$ cat src/rtl/serial_tx.sv
// 8N1 serial transmitter: loads a byte on an accepted strobe and shifts it out LSB first,
// with bit timing derived from a 16x sample-tick divider shared in spirit with the receiver.
module serial_tx #(
    parameter int TICKS_PER_SAMPLE = 326,
    parameter int OVERSAMPLE       = 16,
    parameter int DATA_WIDTH       = 8
) (
    input  logic                  clk,
    input  logic                  reset,
    input  logic [DATA_WIDTH-1:0] parallel_in,
    input  logic                  transmit_en,
    output logic                  serial_out,
    output logic                  busy,
    output logic                  char_sent
);

    localparam int DIV_W = (TICKS_PER_SAMPLE > 1) ? $clog2(TICKS_PER_SAMPLE) : 1;
    localparam int BSC_W = (OVERSAMPLE > 1) ? $clog2(OVERSAMPLE) : 1;
    localparam int BIC_W = (DATA_WIDTH > 1) ? $clog2(DATA_WIDTH) : 1;

    localparam logic [DIV_W-1:0] DIV_LAST = DIV_W'(TICKS_PER_SAMPLE - 1);
    localparam logic [BSC_W-1:0] BSC_LAST = BSC_W'(OVERSAMPLE - 1);
    localparam logic [BIC_W-1:0] BIC_LAST = BIC_W'(DATA_WIDTH - 1);

    typedef enum logic [1:0] {IDLE, START, DATA, STOP} state_t;

    state_t                r_state, w_state;
    logic [DIV_W-1:0]      r_div, w_div;
    logic [BSC_W-1:0]      r_bsc, w_bsc;
    logic [BIC_W-1:0]      r_bic, w_bic;
    logic [DATA_WIDTH-1:0] r_shift, w_shift;
    logic                  r_serial_out, w_serial_out;
    logic                  r_busy, w_busy;
    logic                  r_char_sent, w_char_sent;
    logic                  w_tick;
    logic                  w_bit_end;

    // Divider only runs while a frame is in flight, so the start bit is always full length.
    assign w_tick    = (r_state != IDLE) && (r_div == DIV_LAST);
    assign w_bit_end = w_tick && (r_bsc == BSC_LAST);

    always_comb begin
        // NOTE: every next-value signal gets a default first, so no path can infer a latch.
        w_state      = r_state;
        w_div        = r_div;
        w_bsc        = r_bsc;
        w_bic        = r_bic;
        w_shift      = r_shift;
        w_serial_out = r_serial_out;
        w_busy       = r_busy;
        w_char_sent  = 1'b0;

        if (r_state == IDLE || w_tick) w_div = '0;
        else                           w_div = r_div + 1'b1;

        if (w_tick) w_bsc = w_bit_end ? '0 : r_bsc + 1'b1;

        case (r_state)
            IDLE: begin
                w_serial_out = 1'b1;
                w_busy       = 1'b0;
                // The char_sent cycle still counts as part of the finished frame.
                if (transmit_en && !r_char_sent) begin
                    w_shift      = parallel_in;
                    w_bsc        = '0;
                    w_bic        = '0;
                    w_state      = START;
                    w_serial_out = 1'b0;
                    w_busy       = 1'b1;
                end
            end
            START: begin
                if (w_bit_end) begin
                    w_state      = DATA;
                    w_serial_out = r_shift[0];
                end
            end
            DATA: begin
                if (w_bit_end) begin
                    w_shift = r_shift >> 1;
                    if (r_bic == BIC_LAST) begin
                        w_state      = STOP;
                        w_serial_out = 1'b1;
                    end else begin
                        w_bic        = r_bic + 1'b1;
                        w_serial_out = w_shift[0];
                    end
                end
            end
            STOP: begin
                if (w_bit_end) begin
                    w_state     = IDLE;
                    w_busy      = 1'b0;
                    w_char_sent = 1'b1;
                end
            end
            default: w_state = IDLE;
        endcase
    end

    // NOTE: sequential state uses non-blocking assignments only; every register, including
    // the shift register, is cleared so a mid-frame reset leaves nothing stale behind.
    always_ff @(posedge clk) begin
        if (!reset) begin
            r_state      <= IDLE;
            r_div        <= '0;
            r_bsc        <= '0;
            r_bic        <= '0;
            r_shift      <= '0;
            r_serial_out <= 1'b1;
            r_busy       <= 1'b0;
            r_char_sent  <= 1'b0;
        end else begin
            r_state      <= w_state;
            r_div        <= w_div;
            r_bsc        <= w_bsc;
            r_bic        <= w_bic;
            r_shift      <= w_shift;
            r_serial_out <= w_serial_out;
            r_busy       <= w_busy;
            r_char_sent  <= w_char_sent;
        end
    end

    assign serial_out = r_serial_out;
    assign busy       = r_busy;
    assign char_sent  = r_char_sent;

endmodule
$ cat config.mk
export PLATFORM = sky130hd
export DESIGN_NAME = serial_tx
export DESIGN_NICKNAME = d
export VERILOG_FILES = /design/src/rtl/serial_tx.sv
export SDC_FILE = /design/constraint.sdc
export NUM_CORES = 1
export LEC_CHECK = 0
export CORE_ASPECT_RATIO = 1.4
export CORE_MARGIN = 1.5
export CORE_UTILIZATION = 34
export CTS_CLUSTER_DIAMETER = 200
export DETAILED_ROUTE_END_ITERATION = 7
export REMOVE_ABC_BUFFERS = 1
export SLEW_MARGIN = 25
export SYNTH_ARGS = -nofsm -noshare
export SYNTH_HDL_FRONTEND = slang
export SYNTH_SLANG_ARGS = --single-unit
$ cat constraint.sdc
create_clock -name clk -period 2.64 [get_ports clk]
set_input_delay 0.528 -clock clk [delete_from_list [all_inputs] [get_ports clk]]
set_output_delay 0.528 -clock clk [all_outputs]
set_load 0.02 [all_outputs]
* Word level (Yosys, flattened, before mapping) *
Index checks and enable logic that the tools add are counted.

storage, ports and cells
  flip-flop bits (word level) = 29
  output and inout bits = 3
  logic and storage cells = 67
  input port bits = 11

operators by class
  bitwise operators = 1
  multiplexer cells = 26
  add/sub/neg operators = 3
  equal/unequal tests = 12
  reductions and logical operators = 17

operator list
  cell                                                           number
  4-bit 2-to-1 mux                                               4
  8-bit 2-to-1 mux                                               2
  8-bit case mux with 2 select lines                             1
  2-bit 2-to-1 mux                                               5
  2-bit inequality test, second input constant                   5
  9-bit by 1-bit adder with 9-bit output, second input constant  1
  9-bit == test, second input constant                           1
  3-bit 2-to-1 mux                                               3
  2-bit case mux with 4 select lines                             1
  1-bit 2-to-1 mux                                               7
  3-bit case mux with 2 select lines                             1
  3-bit AND reduction                                            2
  2-bit nonzero test                                             3
  5-bit AND reduction                                            1
  4-bit by 1-bit adder with 4-bit output, second input constant  1
  2-bit == test, second input constant                           2
  4-bit == test, second input constant                           1
  2-bit AND reduction                                            2
  4-bit AND reduction                                            1
  3-bit by 1-bit adder with 3-bit output, second input constant  1
  3-bit == test, second input constant                           1
  1-bit logical AND                                              3
  1-bit case mux with 3 select lines                             1
  3-bit nonzero test                                             1
  8 further kinds                                                8

* Logic depth before layout (Yosys ltp) *
  depth after elaboration = 7
  mapped depth = 7
  mapped depth without buffers = 6

* Worst setup path after synthesis *
Ideal clock, no wire load.

  path type = register -> register
  from = register r_div[3]
  to = register r_serial_out, in the netlist serial_out
  library setup time = 121 ps
  path buffers = 1
  period minus slack after synthesis = 1855 ps
  arrival = 1734 ps
  required time = 2519 ps
  setup slack = 785 ps
  stages on the path, launching flop included = 6
  cell sequence = dfxtp_1 > or4b_1 > buf_2 > nor4_4 > mux2i_1 > mux2_2

between the ends
  cells in the longest elaborated chain, start to end = 5
  elaborated cells between the ends (all ways) = 6
  classes of those cells = eq/ne: 3; reduce/logical: 3

RTL lines
  what                               RTL line  text
  start, declared                    28        logic [DIV_W-1:0] r_div, w_div;
  start signal, assigned             115       r_div <= w_div;
  9-bit == test (*)                  39        assign w_tick = (r_state != IDLE) && (r_div == DIV_LAST);
  1-bit logical AND (*)              39
  1-bit logical AND (*)              40        assign w_bit_end = w_tick && (r_bsc == BSC_LAST);
  2-bit inequality test (no line)    --
  3-bit AND reduction (no line) (*)  --
  end signal, assigned               119       r_serial_out <= w_serial_out;
  end, declared                      32        logic r_serial_out, w_serial_out;

Every way passes the cells marked *; elsewhere a longest branch is shown, timed or not.
A chain may end at the register's enable or synchronous reset.

* Final worst setup path *
Ends and elaborated chain as after synthesis.

==> flow_metrics.tcl <==
set metrics [dict create \
    synth_area_leaders "dfxtp_1 39%, mux2i_1 10%, ha_1 8.3%" \
    cp-end-kind "flip-flop" \
    setup_ws_ns 0.617 \
    critPathKind "reg2reg" \
    synth_simple_gate_area_share_pct 24.4 \
    maxSlewHeadroom_pct 58.9 \
    rsz0062_at_grt "no" \
    wirelength_mm 3.02 \
    cp.arrival_ns 2.20 \
    hpwl_mm 2.22 \
    fp-row-count 28 \
    final_util_pct 41.8 \
    n_antenna_cell 0 \
    die-width_um 59.1 \
    path_delay_family "simple AND/OR/NAND/NOR gates" \
    grtUsageTotal_pct 14.7 \
    dr.pass1.iters 4 \
    drv_slew 0 \
    fin_crit_sh_pct 76.6 \
    io_buffer_count 13 \
    syn_inst 163 \
    detail-route-antenna-nets 0 \
    ys_seq_elements 29 \
    timing.rr.start "r_div[3]$_SDFF_PP0_" \
    cts_resized 0 \
    power.leakage_uw 0.000729 \
    yosysSeqAreaShare_pct 38.7 \
    post_cts_buffers 0 \
    initial_core_util_pct 35.4 \
    synth-xor-area-share_pct 5.84 \
    io_pins 14 \
    area_delta_synth_final_pct 18.1 \
    start_kind "flip-flop" \
    maxCapViolCount 0 \
    ir_drop_mv 0.427 \
    wl_per_cell_um 12.6 \
    critPathRequiredTime_ns 2.81 \
    fin_area_mm2 0.00177 \
    critPathSlowestCell "or4b_1" \
    syn_area_per_cell_um2 9.20 \
    fmax_mhz 494 \
    finalHoldViolations 0 \
    dp_slack_ns 0.520 \
    clk_path_buf_depth 2 \
    slowest_delay_ns 0.65 \
    finalClockSkew_ns 0.00656 \
    synth_fa_ha_area_share_pct 8.35 \
    grt_pass1_vias 1212 \
    fillCellCount 432 \
    synth_top_cell_by_area "dfxtp_1" \
    p_per_area_mw_per_mm2 781 \
    synth.area.mux_share_pct 16.0 \
    route.detailed.drc 0 \
    hold-path-cell-count 2 \
    post_dp_cell_area_mm2 0.00169 \
    tns_ns 0 \
    overflow 0 \
    post-route-min-period_ns 2.02 \
    grt_max_degree 21 \
    hold_slack_ns 0.468 \
    path_clk_slew_ns 0.06 \
    drt_iter0_drc 29 \
    synth_top_area_share_pct 38.7 \
    antenna_found_initial 0 \
    cts_inserted_buffers 5 \
    die_h_um 81.6 \
    synth_top_family_by_area "simple AND/OR/NAND/NOR gates" \
    core_area_mm2 0.00424 \
    layout.nets 200 \
    h-tree-depth 2 \
    status "finished clean" \
    hold_start "r_shift[4]$_SDFFE_PN0P_" \
    cp.depth 4 \
    worst_slew_pin_slew_ns 0.612 \
    crit_fanout 7 \
    gp_congestion 0.692 \
    vias 1156 \
    avgViaCountPerCell 4.82 \
    cts.sinks 29 \
    synth.cell_area_mm2 0.00150 \
    cp_cell_sequence "or4b_1 > nor4_4 > mux2i_1 > mux2_2" \
    drive_above_1_share_pct 11.7 \
    r2r.worst_path.cells 4 \
    cp_num_buf_inv 0 \
    synth_compound_area_share_pct 3.84 \
    die_area_mm2 0.00482 \
    r2r_setup_slack_ns 0.62 \
    hold_path_class "reg2reg" \
    synth_warnings 0 \
    finalSetupViolations 0 \
    r2r_end "serial_out$_SDFFE_PN1P_" \
    clk_latency_ns 0.28 \
    clock-root-buffer "clkbuf_8" \
    whs_endpoint "r_shift[4]$_SDFFE_PN0P_" \
    grt_first_pass_wirelength_mm 5.27 \
    cts_tree "done" \
    ys_types 32 \
    ctsHoldBuffers 0 \
]
-- worst max-delay path by stage --
stage,from,end,slack [ns]
floorplan,r_div[3]$_SDFF_PP0_,serial_out$_SDFFE_PN1P_,0.78
global placement,transmit_en,r_shift[6]$_SDFFE_PN0P_,0.58
detailed placement,transmit_en,r_shift[2]$_SDFFE_PN0P_,0.52
CTS,r_div[3]$_SDFF_PP0_,r_shift[2]$_SDFFE_PN0P_,0.60
global route,r_div[2]$_SDFF_PP0_,r_shift[2]$_SDFFE_PN0P_,0.48
finish,r_div[3]$_SDFF_PP0_,serial_out$_SDFFE_PN1P_,0.62
-- cell families after synthesis --
family | after synthesis
adder cells (fa/ha/maj) | 10
AO/OA/AOI/OAI | 9
flip-flops | 29
multiplexers | 23
AND/OR/NAND/NOR | 73
XOR/XNOR | 10
buffers and inverters | 9
-- synthesized netlist by cell type --
cell,n
or2_2,2
clkbuf_1,3
inv_1,3
nand3_1,7
nand4_1,2
nor2_1,17
buf_1,1
nand4b_1,1
o21a_1,1
dfxtp_1,29
o21ai_0,4
and4_1,1
buf_2,1
mux2_2,8
mux2i_1,15
a21oi_1,1
nand2b_1,5
nor2b_1,1
xnor2_1,4
nand3b_1,3
or4b_1,1
o21ai_1,1
nor3_1,2
nand2_1,26
buf_6,1
nor4_4,1
and3_1,3
a21boi_2,1
a2111oi_0,1
ha_1,10
nor4_1,1
xor2_1,6
-- metal layers --
metal	wire length [um]	track usage [%]
met5	0	0
met4	69	7.50
met3	177	5.35
met2	1620	26.2
met1	1150	14.6
-- state kept, by name, summed over array words and instances, names as in the netlist --
register and flops:
r_div 9, r_shift 8, r_bsc 4, r_bic 3, r_state 2, busy 1
char_sent 1, serial_out 1
-- through the flow --
step                      total power [uW]  instances
after floorplan                        905        157
after global placement                1030        232
after detailed placement              1040        232
after CTS                             1400        240
after global routing                  1490        240
final                                 1380        240
-- cell usage in the layout (no fill, tap or decap), types with 3 or more instances in the layout --
master / instances
and3_1: 3
clkbuf_8: 5
clkdlybuf4s50_1: 13
dfxtp_1: 29
ha_1: 10
inv_1: 3
mux2_2: 8
mux2i_1: 15
nand2_1: 26
nand2b_1: 5
nand3_1: 7
nand3b_1: 3
nor2_1: 17
o21ai_0: 4
xnor2_1: 4
xor2_1: 6
-- tightest hold or removal path: cells and delay by family (launching register included) --
kind,cells,cell delay (ns)
flip-flops,1,0.31
multiplexers,1,0.06
AND/OR/NAND/NOR,1,0.05
-- where the power goes --
part / switching [uW] / internal [uW] / total [uW] / leakage (uW)
combinational: 250 / 229 / 479 / 0.000448
sequential: 49.5 / 504 / 553 / 0.000236
clock: 168 / 182 / 350 / 0.0000450
-- final cells by class --
cell class	count	area, um^2	area share, %
Multi-Input combinational cell	125	876	49.5
Inverter	3	11.3	0.636
Clock buffer	6	72.6	4.10
Tap cell	60	75.1	4.24
Sequential cell	29	581	32.8
Clock inverter	2	10.0	0.565
Timing Repair Buffer	15	145	8.20
Power figures use the tool's default switching activity.
==> patch 1 (same flow settings) <==
Set the parameter `DATA_WIDTH` to 32 (it was 8).
--- a/src/rtl/serial_tx.sv
+++ b/src/rtl/serial_tx.sv
@@ -4,5 +4,5 @@
     parameter int TICKS_PER_SAMPLE = 326,
     parameter int OVERSAMPLE       = 16,
-    parameter int DATA_WIDTH       = 8
+    parameter int DATA_WIDTH       = 32
 ) (
     input  logic                  clk,
Interface: changed (resized parallel_in); port bits go from 14 to 38. No check against the original RTL was run, so the function may have changed too.
==> patch 1 against the original RTL <==
- total power is 96% higher
- synthesized area is 81% higher
- routed wire length is 87% higher
- worst setup slack worse by 0.093 ns
- clock skew fell by 0.0010 ns
- sequential cell count grew 26
- final area up 85%
- cell count is 74% higher
- critical endpoint is now r_shift[15]$_SDFFE_PN0P_
==> patch 1: results (changes against the original RTL) <==
| Metric | Value |
|---|---|
| All-Layer GR Usage | `14.2% (was 14.7%)` |
| Compound-Gate Fraction of Synth Area | `13.7% (was 3.84%)` |
| Post-synthesis xor/xnor area fraction | `3.23% (was 5.84%)` |
| IO buf count | `37 (was 13)` |
| Max Clock Skew | `0.00552 ns (was 0.00656 ns)` |
| Via/cell ratio | `5.21 (was 4.82)` |
| Final WL | `5630 µm (was 3020 µm)` |
| R2R setup slack | `0.52 ns (was 0.62 ns)` |
| Max FO, Critical Path | `33 (was 7)` |
| Worst slew pin tran | `0.463 ns (was 0.612 ns)` |
| Leak | `0.00117 µW (was 0.000729 µW)` |
| Crit path DAT | `2.29 ns (was 2.20 ns)` |
| First-pass GRT wire length | `9870 µm (was 5270 µm)` |
| Fin nets | `362 (was 200)` |
| Vias in the first global route | `2092 (was 1212)` |
| Clk buf depth | `2 (unchanged)` |
| RR Endpoint | `r_shift[15]$_SDFFE_PN0P_ (was serial_out$_SDFFE_PN1P_)` |
| Multiplexer area fraction after synthesis | `14.0% (was 16.0%)` |
| Worst R2R Start | `r_state[0]$_SDFFE_PN0P_ (was r_div[3]$_SDFF_PP0_)` |
| Biggest regs | `r_shift x32, r_div x9, r_bic x5 (was r_div x9, r_shift x8, r_bsc x4)` |
| Synth cell types | `40 (was 32)` |
| CTS clk-pin slew, worst paths | `0.10 ns (was 0.06 ns)` |
| DP HPWL | `3900 µm (was 2220 µm)` |
| Status | `finished clean (unchanged)` |
| Post-synthesis adder-cell area fraction | `4.62% (was 8.35%)` |
| Reg2reg path depth | `7 (was 4)` |
| Register area share after synthesis | `40.7% (was 38.7%)` |
| Synth area leaders | `dfxtp_1 (41%), mux2i_1 (14%), a211oi_1 (7.8%) (was dfxtp_1 (39%), mux2i_1 (10%), ha_1 (8.3%))` |
## patch 1: cell count changes after synthesis, moves of 3 or more
| cell | unedited run | this run |
|---|---|---|
| o21ai_0 | 4 | 7 |
| mux2_2 | 8 | 0 |
| buf_2 | 1 | 9 |
| dfxtp_1 | 29 | 55 |
| mux2i_1 | 15 | 38 |
| o211a_1 | 0 | 4 |
| nor3_1 | 2 | 32 |
| nand2_1 | 26 | 11 |
| inv_1 | 3 | 7 |
| a211oi_1 | 0 | 28 |
| clkbuf_1 | 3 | 10 |
## patch 1: through the flow
step                      instances  setup TNS [ns]  utilization [%]  cell area [µm²]  hold slack, ns
after floorplan                 264          -45.92                -             2610           0.428
after global placement          410               0             41.1             3180           0.441
after detailed placement        410               0             41.1             3180           0.454
after CTS                       418               0             42.2             3270           0.469
after global routing            418               0             42.2             3270           0.491
final                           418               0             42.2             3270           0.464
## patch 1: worst max-delay path by stage
stage / startpoint / endpoint / slack, ns / depth (start not counted)
final: r_state[0]$_SDFFE_PN0P_ / r_shift[15]$_SDFFE_PN0P_ / 0.52 / 7
after detailed placement: r_state[0]$_SDFFE_PN0P_ / r_shift[6]$_SDFFE_PN0P_ / 0.51 / 7
after CTS: r_state[0]$_SDFFE_PN0P_ / r_shift[15]$_SDFFE_PN0P_ / 0.50 / 7
after global placement: r_state[0]$_SDFFE_PN0P_ / r_shift[21]$_SDFFE_PN0P_ / 0.51 / 7
after global routing: r_state[0]$_SDFFE_PN0P_ / r_shift[15]$_SDFFE_PN0P_ / 0.30 / 7
after floorplan: r_state[0]$_SDFFE_PN0P_ / r_shift[0]$_SDFFE_PN0P_ / -1.37 / 6
## patch 1: area by class of cell
| type | count | area, µm² |
|---|---|---|
| Fill cell | 795 | 4480 |
| Clock inverter | 2 | 12.5 |
| Sequential cell | 55 | 1100 |
| Tap cell | 100 | 125 |
| Multi-Input combinational cell | 202 | 1490 |
| Inverter | 7 | 26.3 |
| Timing Repair Buffer | 46 | 438 |
| Clock buffer | 6 | 72.6 |
## patch 1: critical path, cell delays in order (launching register included)
cell and delay (ns):
dfxtp_1 0.40, inv_1 0.10, ha_1 0.30, nand4b_1 0.34
nor4_4 0.25, or2_1 0.14, buf_4 0.32, a211oi_1 0.13
## patch 1: metal layers
layer  up-vias  GRT usage [%]  wire length (µm)
met1      1025           18.8              2680
met5         -              0                 0
li1       1111              -                 -
met4         0           3.44                51
met2        38           24.0              2730
met3         4           2.53               174
## patch 1: power by group
part,switching (µW),internal [µW]
clock,269,186
combinational,578,517
sequential,120,1040
total,967,1740
==> patch 2 (same flow settings) <==
Made on the original files. Make the reset (`reset`) asynchronous in one clocked block.
--- a/src/rtl/serial_tx.sv
+++ b/src/rtl/serial_tx.sv
@@ -101,5 +101,5 @@
     // NOTE: sequential state uses non-blocking assignments only; every register, including
     // the shift register, is cleared so a mid-frame reset leaves nothing stale behind.
-    always_ff @(posedge clk) begin
+    always_ff @(posedge clk or negedge reset) begin
         if (!reset) begin
             r_state      <= IDLE;
Check against the original RTL: differs if reset is asserted again (counterexample within 4 cycles, from zero or initial values and one cycle with reset low); with reset held inactive, the same outputs for 10 cycles.
==> patch 2 against the original RTL <==
- routed wire length unchanged
- critical path depth unchanged
- clock skew about the same
- worst setup slack worse by 0.25 ns
- final area up 8.1%
- sequential cell count unchanged
- synthesized area up 5.6%
- sequential share of layout area up 5.2 points
Power is not compared: it rests on default switching activity, and its combinational part moved more than twofold at a synthesized area within 25%.
==> patch 2: results (changes against the original RTL) <==
| Metric | Value |
|---|---|
| Pre-CTS WS | `0.377 ns (was 0.520 ns)` |
| Reg2reg path depth | `4 (unchanged)` |
| Max Clock Skew | `0.00688 ns (was 0.00656 ns)` |
| Final WL | `3020 µm (unchanged)` |
| Routability cong. | `0.802 (was 0.692)` |
| Number of stages on the worst hold path | `1 (was 2)` |
| CTS buffer count | `5 (unchanged)` |
| Synth area leaders | `dfrtp_1 (44%), mux2_2 (11%), ha_1 (7.9%) (was dfxtp_1 (39%), mux2i_1 (10%), ha_1 (8.3%))` |
| Setup Buffers After CTS | `0 (unchanged)` |
| CTS resizes | `0 (unchanged)` |
| Post-route insts no fill | `224 (was 240)` |
| DR iter-0 viols | `69 (was 29)` |
| Register area share after synthesis | `45.9% (was 38.7%)` |
| Largest net degree at the start of global routing | `30 (was 21)` |
| Worst R2R Start | `r_div[3]$_DFF_PN0_ (was r_div[3]$_SDFF_PP0_)` |
| DP HPWL | `2260 µm (was 2220 µm)` |
| RR Endpoint | `r_shift[2]$_DFFE_PN0P_ (was serial_out$_SDFFE_PN1P_)` |
| Fin nets | `182 (was 200)` |
| Hold slack | `0.487 ns (was 0.468 ns)` |
| Vias in the first global route | `1137 (was 1212)` |
| Via/cell ratio | `4.98 (was 4.82)` |
| First-pass GRT wire length | `5160 µm (was 5270 µm)` |
| Clock Tree Root | `clkbuf_8 (unchanged)` |
| Layout cell share with drive strength beyond 1 | `19.1% (was 11.7%)` |
| R2R setup slack | `0.37 ns (was 0.62 ns)` |
| Synth cell types | `38 (was 32)` |
| First-pass DRT Iterations | `4 (unchanged)` |
| Worst slew pin tran | `0.638 ns (was 0.612 ns)` |
| Synth async-reset ratio | `100% (was 0%)` |
| Worst hold endpoint | `r_shift[7]$_DFFE_PN0P_ (was r_shift[4]$_SDFFE_PN0P_)` |
| Crit path DAT | `2.43 ns (was 2.20 ns)` |
| Fillers | `458 (was 432)` |
| Synth Flop Type | `dfrtp_1 (was dfxtp_1)` |
| Status | `finished clean (unchanged)` |
| Hold Crit Start | `r_shift[7]$_DFFE_PN0P_ (was r_shift[4]$_SDFFE_PN0P_)` |
| Area after DPL | `1800 µm² (was 1690 µm²)` |
| Max FO, Critical Path | `9 (was 7)` |
| Cell count after synthesis | `142 (was 163)` |
patch 2: cell count changes in the layout (fill, tap and decap cells not counted), moves of 3 or more:
cell      delta
dfrtp_1     +28
mux2i_1      -9
dfxtp_1     -29
a21oi_1      +4
nand2b_1     -3
mux2_2       +8
nand2_1     -19
patch 2: worst max-delay path, stage by stage, from the launching register on:
cell	delay [ns]
dfrtp_1	0.42
or4b_1	0.69
nor4_4	0.50
a21oi_2	0.23
mux2_2	0.32
patch 2: per-layer routing:
metal | track usage (%) | vias up | share of wire, %
li1 | - | 533 | -
met1 | 14.9 | 556 | 39
met2 | 23.1 | 19 | 54
met3 | 5.12 | 7 | 3.0
met4 | 7.11 | 0 | 3.2
met5 | 0 | - | 0
patch 2: cell type report:
| type | instances | area [µm²] | area share, % |
|---|---|---|---|
| multi-input combinational | 104 | 821 | 42.9 |
| sequential | 29 | 727 | 38.0 |
| tap | 62 | 77.6 | 4.05 |
| clock inverter | 1 | 30.0 | 1.57 |
| clock buffer | 7 | 86.3 | 4.51 |
| inverter | 5 | 18.8 | 0.981 |
| timing repair buffer | 16 | 153 | 7.98 |
patch 2: worst max-delay path by stage:
stage	slack (ns)	startpoint	to	depth (start not counted)
2_1_floorplan	0.56	r_div[3]$_DFF_PN0_	r_shift[0]$_DFFE_PN0P_	4
3_3_place_gp	0.45	r_div[3]$_DFF_PN0_	r_shift[6]$_DFFE_PN0P_	4
3_5_place_dp	0.38	r_div[3]$_DFF_PN0_	r_shift[2]$_DFFE_PN0P_	4
4_1_cts	0.36	r_div[3]$_DFF_PN0_	r_shift[2]$_DFFE_PN0P_	4
5_1_grt	0.25	r_div[1]$_DFF_PN0_	r_shift[2]$_DFFE_PN0P_	6
6_report	0.37	r_div[3]$_DFF_PN0_	r_shift[2]$_DFFE_PN0P_	4
patch 2: through the flow:
| stage | utilization [%] | power (µW) |
|---|---|---|
| floorplan | - | 470 |
| finish | 42.5 | 966 |
| global placement | 39.9 | 498 |
| global route | 42.5 | 1010 |
| detailed placement | 39.9 | 500 |
| CTS | 42.5 | 984 |
patch 2: logic make-up after synthesis:
group / Yosys count / synth area share, %
DFF: 29 / 45.9
and+or+nand+nor: 46 / 16.9
xor gates and xnor gates: 10 / 5.53
adders and majority gates: 10 / 7.91
muxes: 22 / 15.2
buffers and inverters: 9 / 2.21
AOI/OAI and AO/OA: 16 / 6.32
patch 2: report_power, final:
| group | switching, µW | internal, µW | total, µW |
|---|---|---|---|
| Combinational | 17.0 | 22.5 | 39.6 |
| Clock | 168 | 307 | 475 |
| Sequential | 2.44 | 448 | 451 |
| Total | 187 | 778 | 966 |
